**config.mk**
```make
export PLATFORM = sky130hd
export DESIGN_NAME = mem_ctrl
export DESIGN_NICKNAME = d
export VERILOG_FILES = /design/src/rtl/mem_pkg.sv /design/src/rtl/mem_rr_arb.sv /design/src/rtl/mem_ctrl.sv
export SDC_FILE = /design/constraint.sdc
export NUM_CORES = 1
export LEC_CHECK = 0
export ABC_CLOCK_PERIOD_IN_PS = 1750
export CELL_PAD_IN_SITES_DETAIL_PLACEMENT = 0
export CELL_PAD_IN_SITES_GLOBAL_PLACEMENT = 2
export CORE_MARGIN = 3
export CORE_UTILIZATION = 23
export CTS_CLUSTER_SIZE = 14
export DETAILED_ROUTE_END_ITERATION = 10
export GPL_ROUTABILITY_DRIVEN = 0
export PLACE_DENSITY = 0.78
export SETUP_SLACK_MARGIN = 0.1
export SLEW_MARGIN = 20
export SYNTH_ARGS = -nofsm -noshare
export SYNTH_HDL_FRONTEND = slang
export SYNTH_SLANG_ARGS = --single-unit
export TNS_END_PERCENT = 100
```
**constraint.sdc**
```tcl
create_clock -name clk -period 1.75 [get_ports clk]
set_input_delay 0.35 -clock clk [delete_from_list [all_inputs] [get_ports clk]]
set_output_delay 0.35 -clock clk [all_outputs]
set_load 0.1 [all_outputs]
```
**src/rtl/mem_pkg.sv**
```systemverilog
// Shared types for the SSRAM controller: default widths, FSM states, grant encoding.
package mem_pkg;

    localparam int W_DEF = 8;
    localparam int N_DEF = 8;

    typedef enum logic [2:0] {
        IDLE   = 3'd0,
        WR     = 3'd1,
        RD     = 3'd2,
        RD_CAP = 3'd3,
        ACK    = 3'd4
    } state_t;

    typedef enum logic {
        GNT_IF = 1'b0,
        GNT_DM = 1'b1
    } gnt_t;

endpackage

```
**src/rtl/mem_rr_arb.sv**
```systemverilog
// Round-robin grant between the fetch and data ports.
// Latency: combinational grant; pointer updates on the clock after a contested grant.
// Backpressure: none; the losing request simply stays pending.
module mem_rr_arb
    import mem_pkg::*;
(
    input  logic clk,
    input  logic rst,
    input  logic if_req,
    input  logic dm_req,
    input  logic upd,
    output gnt_t gnt
);

    gnt_t last_q;

    // The pointer only tracks contested grants, so an uncontested grant
    // does not steal the next turn from the other port.
    always_ff @(posedge clk) begin
        if (rst) begin
            last_q <= GNT_IF;
        end else if (upd && if_req && dm_req) begin
            last_q <= gnt;
        end
    end

    always_comb begin
        gnt = GNT_DM;
        if (if_req && dm_req) begin
            gnt = (last_q == GNT_DM) ? GNT_IF : GNT_DM;
        end else if (if_req) begin
            gnt = GNT_IF;
        end
    end

endmodule

```
**src/rtl/mem_ctrl.sv**
```systemverilog
// Two-port (fetch + data) controller for a single-cycle synchronous SRAM.
// Latency: store ack 2 cycles, load/fetch ack 3 cycles after the request is taken in IDLE.
// Backpressure: requests are held by the requester until its one-cycle ack.
module mem_ctrl
    import mem_pkg::*;
#(
    parameter int W = W_DEF,
    parameter int N = N_DEF
) (
    input  logic         clk,
    input  logic         rst,
    input  logic         if_req,
    input  logic [N-1:0] if_addr,
    output logic         if_ack,
    output logic [W-1:0] if_rdata,
    input  logic         dm_req,
    input  logic         dm_we,
    input  logic [N-1:0] dm_addr,
    input  logic [W-1:0] dm_wdata,
    output logic         dm_ack,
    output logic [W-1:0] dm_rdata,
    output logic         mem_cs,
    output logic         mem_we,
    output logic         mem_oe,
    output logic [N-1:0] mem_addr,
    output logic [W-1:0] mem_di,
    input  logic [W-1:0] mem_do
);

    state_t       state_q, state_d;
    gnt_t         gnt, gnt_q;
    logic         we_q;
    logic [N-1:0] addr_q;
    logic [W-1:0] wdata_q;
    logic [W-1:0] if_rdata_q, dm_rdata_q;
    logic         take;

    assign take = (state_q == IDLE) && (if_req || dm_req);

    mem_rr_arb u_arb (
        .clk    (clk),
        .rst    (rst),
        .if_req (if_req),
        .dm_req (dm_req),
        .upd    (take),
        .gnt    (gnt)
    );

    always_ff @(posedge clk) begin
        if (rst) begin
            state_q    <= IDLE;
            gnt_q      <= GNT_DM;
            we_q       <= 1'b0;
            addr_q     <= '0;
            wdata_q    <= '0;
            if_rdata_q <= '0;
            dm_rdata_q <= '0;
        end else begin
            state_q <= state_d;
            if (take) begin
                gnt_q <= gnt;
                if (gnt == GNT_DM) begin
                    we_q    <= dm_we;
                    addr_q  <= dm_addr;
                    wdata_q <= dm_wdata;
                end else begin
                    we_q    <= 1'b0;
                    addr_q  <= if_addr;
                    wdata_q <= '0;
                end
            end
            if (state_q == RD_CAP) begin
                if (gnt_q == GNT_IF) begin
                    if_rdata_q <= mem_do;
                end else begin
                    dm_rdata_q <= mem_do;
                end
            end
        end
    end

    always_comb begin
        state_d  = state_q;
        mem_cs   = 1'b0;
        mem_we   = 1'b0;
        mem_oe   = 1'b0;
        mem_addr = '0;
        mem_di   = '0;
        if_ack   = 1'b0;
        dm_ack   = 1'b0;
        case (state_q)
            IDLE: begin
                if (take) begin
                    state_d = (gnt == GNT_DM && dm_we) ? WR : RD;
                end
            end
            WR: begin
                mem_cs   = 1'b1;
                mem_we   = 1'b1;
                mem_addr = addr_q;
                mem_di   = wdata_q;
                state_d  = ACK;
            end
            RD: begin
                mem_cs   = 1'b1;
                mem_oe   = 1'b1;
                mem_addr = addr_q;
                state_d  = RD_CAP;
            end
            RD_CAP: begin
                mem_cs   = 1'b1;
                mem_oe   = 1'b1;
                mem_addr = addr_q;
                state_d  = ACK;
            end
            ACK: begin
                if_ack  = (gnt_q == GNT_IF);
                dm_ack  = (gnt_q == GNT_DM);
                state_d = IDLE;
            end
            default: state_d = IDLE;
        endcase
    end

    assign if_rdata = if_rdata_q;
    assign dm_rdata = dm_rdata_q;

endmodule

```
Yosys cells after proc, flatten, opt, wreduce, memory -nomap -nowiden
Index checks and enable logic that the tools add are counted.
{ "totals": {"input_bits": 37, "word_cells": 40, "ff_bits": 37} }
{ "classes": {"bitwise_logic": 1, "n_eq_ne": 5, "n_reduce_logical": 12, "muxes": 15} }
{ "op_table": {"columns": ["operator", "count"], "rows": [
  ["8-bit 2-to-1 mux", 4],
  ["3-bit one-hot mux with 3 select lines", 1],
  ["1-bit 2-to-1 mux", 8],
  ["3-bit by 2-bit == test with 1-bit output, second input constant", 2],
  ["1-bit logical AND", 5],
  ["2-bit AND reduction", 2],
  ["2-bit OR reduction", 2],
  ["3-bit by 1-bit == test with 1-bit output, second input constant", 1],
  ["3-bit == test, second input constant", 1],
  ["3-bit zero test", 1],
  ["3-bit 2-to-1 mux", 1],
  ["3-bit OR reduction", 1],
  ["2-bit 2-to-1 mux", 1],
  ["2-bit by 1-bit inequality test with 1-bit output, second input constant", 1],
  ["1-bit logical OR", 1],
  ["1-bit NOT", 1]
]} }

Longest topological paths before layout
{ "depth": {"depth_word": 6, "depth_mapped": 5, "mapped_depth_nobuf": 3} }

Modules after synthesis
From an unflattened synthesis, not the netlist that was laid out.
{ "hier_totals": {"cells_unflattened": 186, "hier_area_um2": 1665.3} }
{ "by_module_without_submodules": {"columns": ["mod", "cells_each", "area_per_inst_um2", "instances"], "rows": [
  ["mem_ctrl", 179, 1606.5, 1],
  ["mem_rr_arb", 7, 58.8, 1]
]} }

Least setup slack after synthesis
No wires, ideal clock.
{ "synth_timing": {"path_kind": "register to output", "from": "register state_q[2]", "to": "output port mem_di[0]", "path_buffers": 1, "stages_incl_launch_ff": 5, "slack_ps": -1494, "required_ps": 1400, "arrival_ps": 2894, "path_cell_list": "dfxtp_1 buf_6 nand2b_1 nor2_1 and2_1"} }
{ "synth_between": {"elab_chain_len": 2} }
{ "synth_rtl": {"columns": ["element", "line_no", "rtl"], "rows": [
  ["start, declared", "mem_ctrl.sv:30", "state_t state_q, state_d;"],
  ["start signal, assigned", "mem_ctrl.sv:59", "state_q <= state_d;"],
  ["3-bit by 1-bit == test with 1-bit output", "mem_ctrl.sv:91", "case (state_q)"],
  ["8-bit 2-to-1 mux", "mem_ctrl.sv:91", null],
  ["end, declared", "mem_ctrl.sv:26", "output logic [W-1:0] mem_di,"]
]} }
Every way passes these cells.

Worst setup path after layout
{ "layout_timing": {"from": "register state_q[2]", "to": "output port mem_di[4]"} }
Same word-level chain as after synthesis.

==> impl_metrics.csv <==
group,metric,value,unit
clocking,cts_buffers,5,
worst_setup_path,cp_num_buf_inv,1,
clocking,cts_root_buffer,"clkbuf_8",
routing,wl,5100,µm
clocking,holdBufCountCts,0,
grt,grt_use_total,0.122,
worst_setup_path,cp-end-kind,"primary output",
finish,layout-drive-gt1-share,0.363,
routing,drt_iter0_markers,56,
clocking,cts.sinks,37,
timing,grt_setup_unrepaired,"true",
routing,drt-met1-wl,2300,µm
routing,wl_met2,2420,µm
worst_setup_path,worstPathCellList,"nand2b_4 > nor2_4 > and2_4 > buf_12",
timing,period_share,0.940,
routing,routed-wl-met3,330,µm
worst_setup_path,r2r-start,"state_q[1]$_SDFFE_PP0P_",
timing,finClkSkew,0.00696,ns
floorplanning,die_h,92.1,µm
worst_setup_path,r2r_cells,5,
routing,via_per_inst,4.33,
clocking,cts_buffer_depth,2,
routing,highest_layer,"met4",
worst_setup_path,worstSetupStartpointType,"flip-flop",
min_path,min-delay-start,"dm_rdata[6]$_SDFFE_PP0P_",
worst_setup_path,rr_endpoint,"wdata_q[4]$_SDFFE_PP0P_",
finish,nets,320,
yosys,synth_top_area_share,0.434,
floorplanning,core_area,6980,µm²
min_path,hold_class,"flip-flop to flip-flop",
yosys,ys_types,30,
worst_setup_path,reg2reg_slack,0.21,ns
timing,finalCriticalPeriod,1.64,ns
timing,setup_viol,0,
finish,area_delta_synth_final,87.8,%
grt,overflow,0,
worst_setup_path,cp.required,1.40,ns
pwr,ir_drop,289,µV
timing,fin_ws,0.106,ns
floorplanning,start_util,0.244,
routing,routed-via-count,1647,
floorplanning,rows,30,
timing,slew_headroom,0.576,
clocking,htreeDepth,2,
place,place_hpwl,3700,µm
yosys,ys.warnings.count,0,
worst_setup_path,cp_max_fo,5,
yosys,synth_nets,232,
grt,grt_start_max_net_pins,15,
floorplanning,dieWidth,92.1,µm
job,maxCapViolations,0,
min_path,min_to,"dm_rdata[6]$_SDFFE_PP0P_",
pwr,p_total,2.50,mW
grt,antenna_found_initial,0,
yosys,synth_area,1710,µm²
routing,wl_per_cell,13.4,µm
yosys,synth_seq_area_share,0.434,
timing,tightest_slew,0.635,ns
worst_setup_path,crit_arrival,1.29,ns
yosys,post-synth-top-count-cell,"dfxtp_1",
yosys,synth_edf_count,0,
timing,slew_violations,0,
floorplanning,pin_count,74,
pwr,p_leak,1.27,nW
yosys,async_flop_share,0,
clocking,cts_tree,"done",
yosys,synth_commonest_cells,"37 x dfxtp_1, 19 x a21oi_1, 18 x nand2_1, 18 x nand2b_1, 17 x and2_1",
finish,diodes,0,
worst_setup_path,crit_family,"simple AND/OR/NAND/NOR gates",
place,port_buffers,73,
worst_setup_path,worst_path_max_delay_cell,"dfxtp_2",
min_path,min_path_cells,2,
clocking,clk_pin_slew_worst_paths,0.07,ns
place,dpl_worst_slack,-0.0702,ns
grt,grt_pass1_wl,8200,µm
routing,drc_errors,0,
place,placed_cells,362,
finish,instances_no_fill,380,
status,status,"completed",
yosys,yosys.area.top_type,"dfxtp_1",
worst_setup_path,critPathKind,"flip-flop to primary output",
routing,drtPass1Iterations,4,
yosys,syn_inst,195,
worst_setup_path,cpPeakStageDelay,0.32,ns
yosys,synthFlopType,"dfxtp_1",
grt,grt_pass1_vias,1661,
timing,holdWs,0.492,ns
timing,fmax,0.608,GHz
floorplanning,dieArea,8490,µm²
timing,hold_viol,0,
yosys,ys_seq_elements,37,
routing,postRouteAntennaNets,0,
yosys,synth.area.top_cells,"dfxtp_1 43%, nand2b_1 6.6%, and2_1 6.2%, a21oi_1 5.6%, mux2i_1 4.7%",
pwr,power.density,781,nW/µm²
yosys,synth_area_per_cell,8.75,µm²
clocking,clkLatencyLatePin,0.29,ns
## flip-flops by register name (all words and copies together) (netlist names)
name / count
u_arb.last_q: 1
gnt_q: 1
state_q: 3
addr_q: 8
dm_rdata: 8
wdata_q: 8
if_rdata: 8
## layout by cell type, fill, tap and decap left out, drive strengths merged, types with 8 or more instances in the layout
| cell | Yosys | final |
|---|---|---|
| nor2 | 15 | 17 |
| nand2 | 18 | 18 |
| a31o | 8 | 8 |
| mux2i | 8 | 8 |
| and2 | 17 | 17 |
| clkdlybuf4s50 | 0 | 36 |
| nand2b | 18 | 18 |
| buf | 9 | 56 |
| dfxtp | 37 | 37 |
| a21oi | 19 | 19 |
| inv | 16 | 16 |
| clkbuf | 4 | 8 |
## worst min-delay path, cell delays in order, from the launching register on
cell     delay, ns
dfxtp_1       0.34
nand2_1       0.06
a21oi_1       0.05
## layer usage
metal	up-vias	global-route usage
li1	830	-
met3	4	0.0402
met1	759	0.147
met2	54	0.206
met4	0	0.0334
met5	-	0
## logic make-up after synthesis
logic type / count (synthesis) / synth area share
and+or+nand+nor: 81 / 0.269
muxes: 9 / 0.0535
buffers and inverters: 29 / 0.0828
DFF: 37 / 0.434
AOI/OAI and AO/OA: 39 / 0.161
## timing repair
item                       4_1_cts  5_1_grt
buffers inserted                 5        3
setup endpoints to repair       17       20
cloned                           2        0
resized for setup                4        2
pin swaps                        7       10
## power breakdown
| group | internal [mW] | total [mW] | switching (mW) | leakage, nW |
|---|---|---|---|---|
| clock | 0.321 | 0.615 | 0.294 | 0.0455 |
| sequential | 0.911 | 0.964 | 0.0531 | 0.304 |
| combinational | 0.407 | 0.924 | 0.517 | 0.925 |
| total | 1.64 | 2.50 | 0.864 | 1.27 |
## worst max path at each step
stage	end	from	cells after the start	slack, ns
after CTS	mem_di[7]	state_q[2]$_SDFFE_PP0P_	4	0.08
after global routing	mem_di[0]	state_q[2]$_SDFFE_PP0P_	4	0.05
after global placement	wdata_q[7]$_SDFFE_PP0P_	dm_req	4	0.03
after floorplan	mem_di[0]	state_q[2]$_SDFFE_PP0P_	4	-0.21
after detailed placement	wdata_q[4]$_SDFFE_PP0P_	dm_req	4	-0.07
final	mem_di[4]	state_q[2]$_SDFFE_PP0P_	4	0.11
## final cells by class
cell class                      count  area (µm²)
Fill cell                         697        3780
Timing Repair Buffer               92        1250
Multi-Input combinational cell    131         935
Sequential cell                    37         749
Tap cell                           96         120
Clock buffer                        8        90.1
Inverter                           16        60.1
## stage by stage
step | util | TNS, ns | area [µm²]
after floorplan | - | -2.53 | 1800
after global placement | 0.433 | 0 | 3020
after detailed placement | 0.433 | -0.503 | 3020
after CTS | 0.455 | 0 | 3170
after global routing | 0.459 | 0 | 3210
final | 0.459 | 0 | 3210
Note: power is estimated with default switching activity, not from simulation.
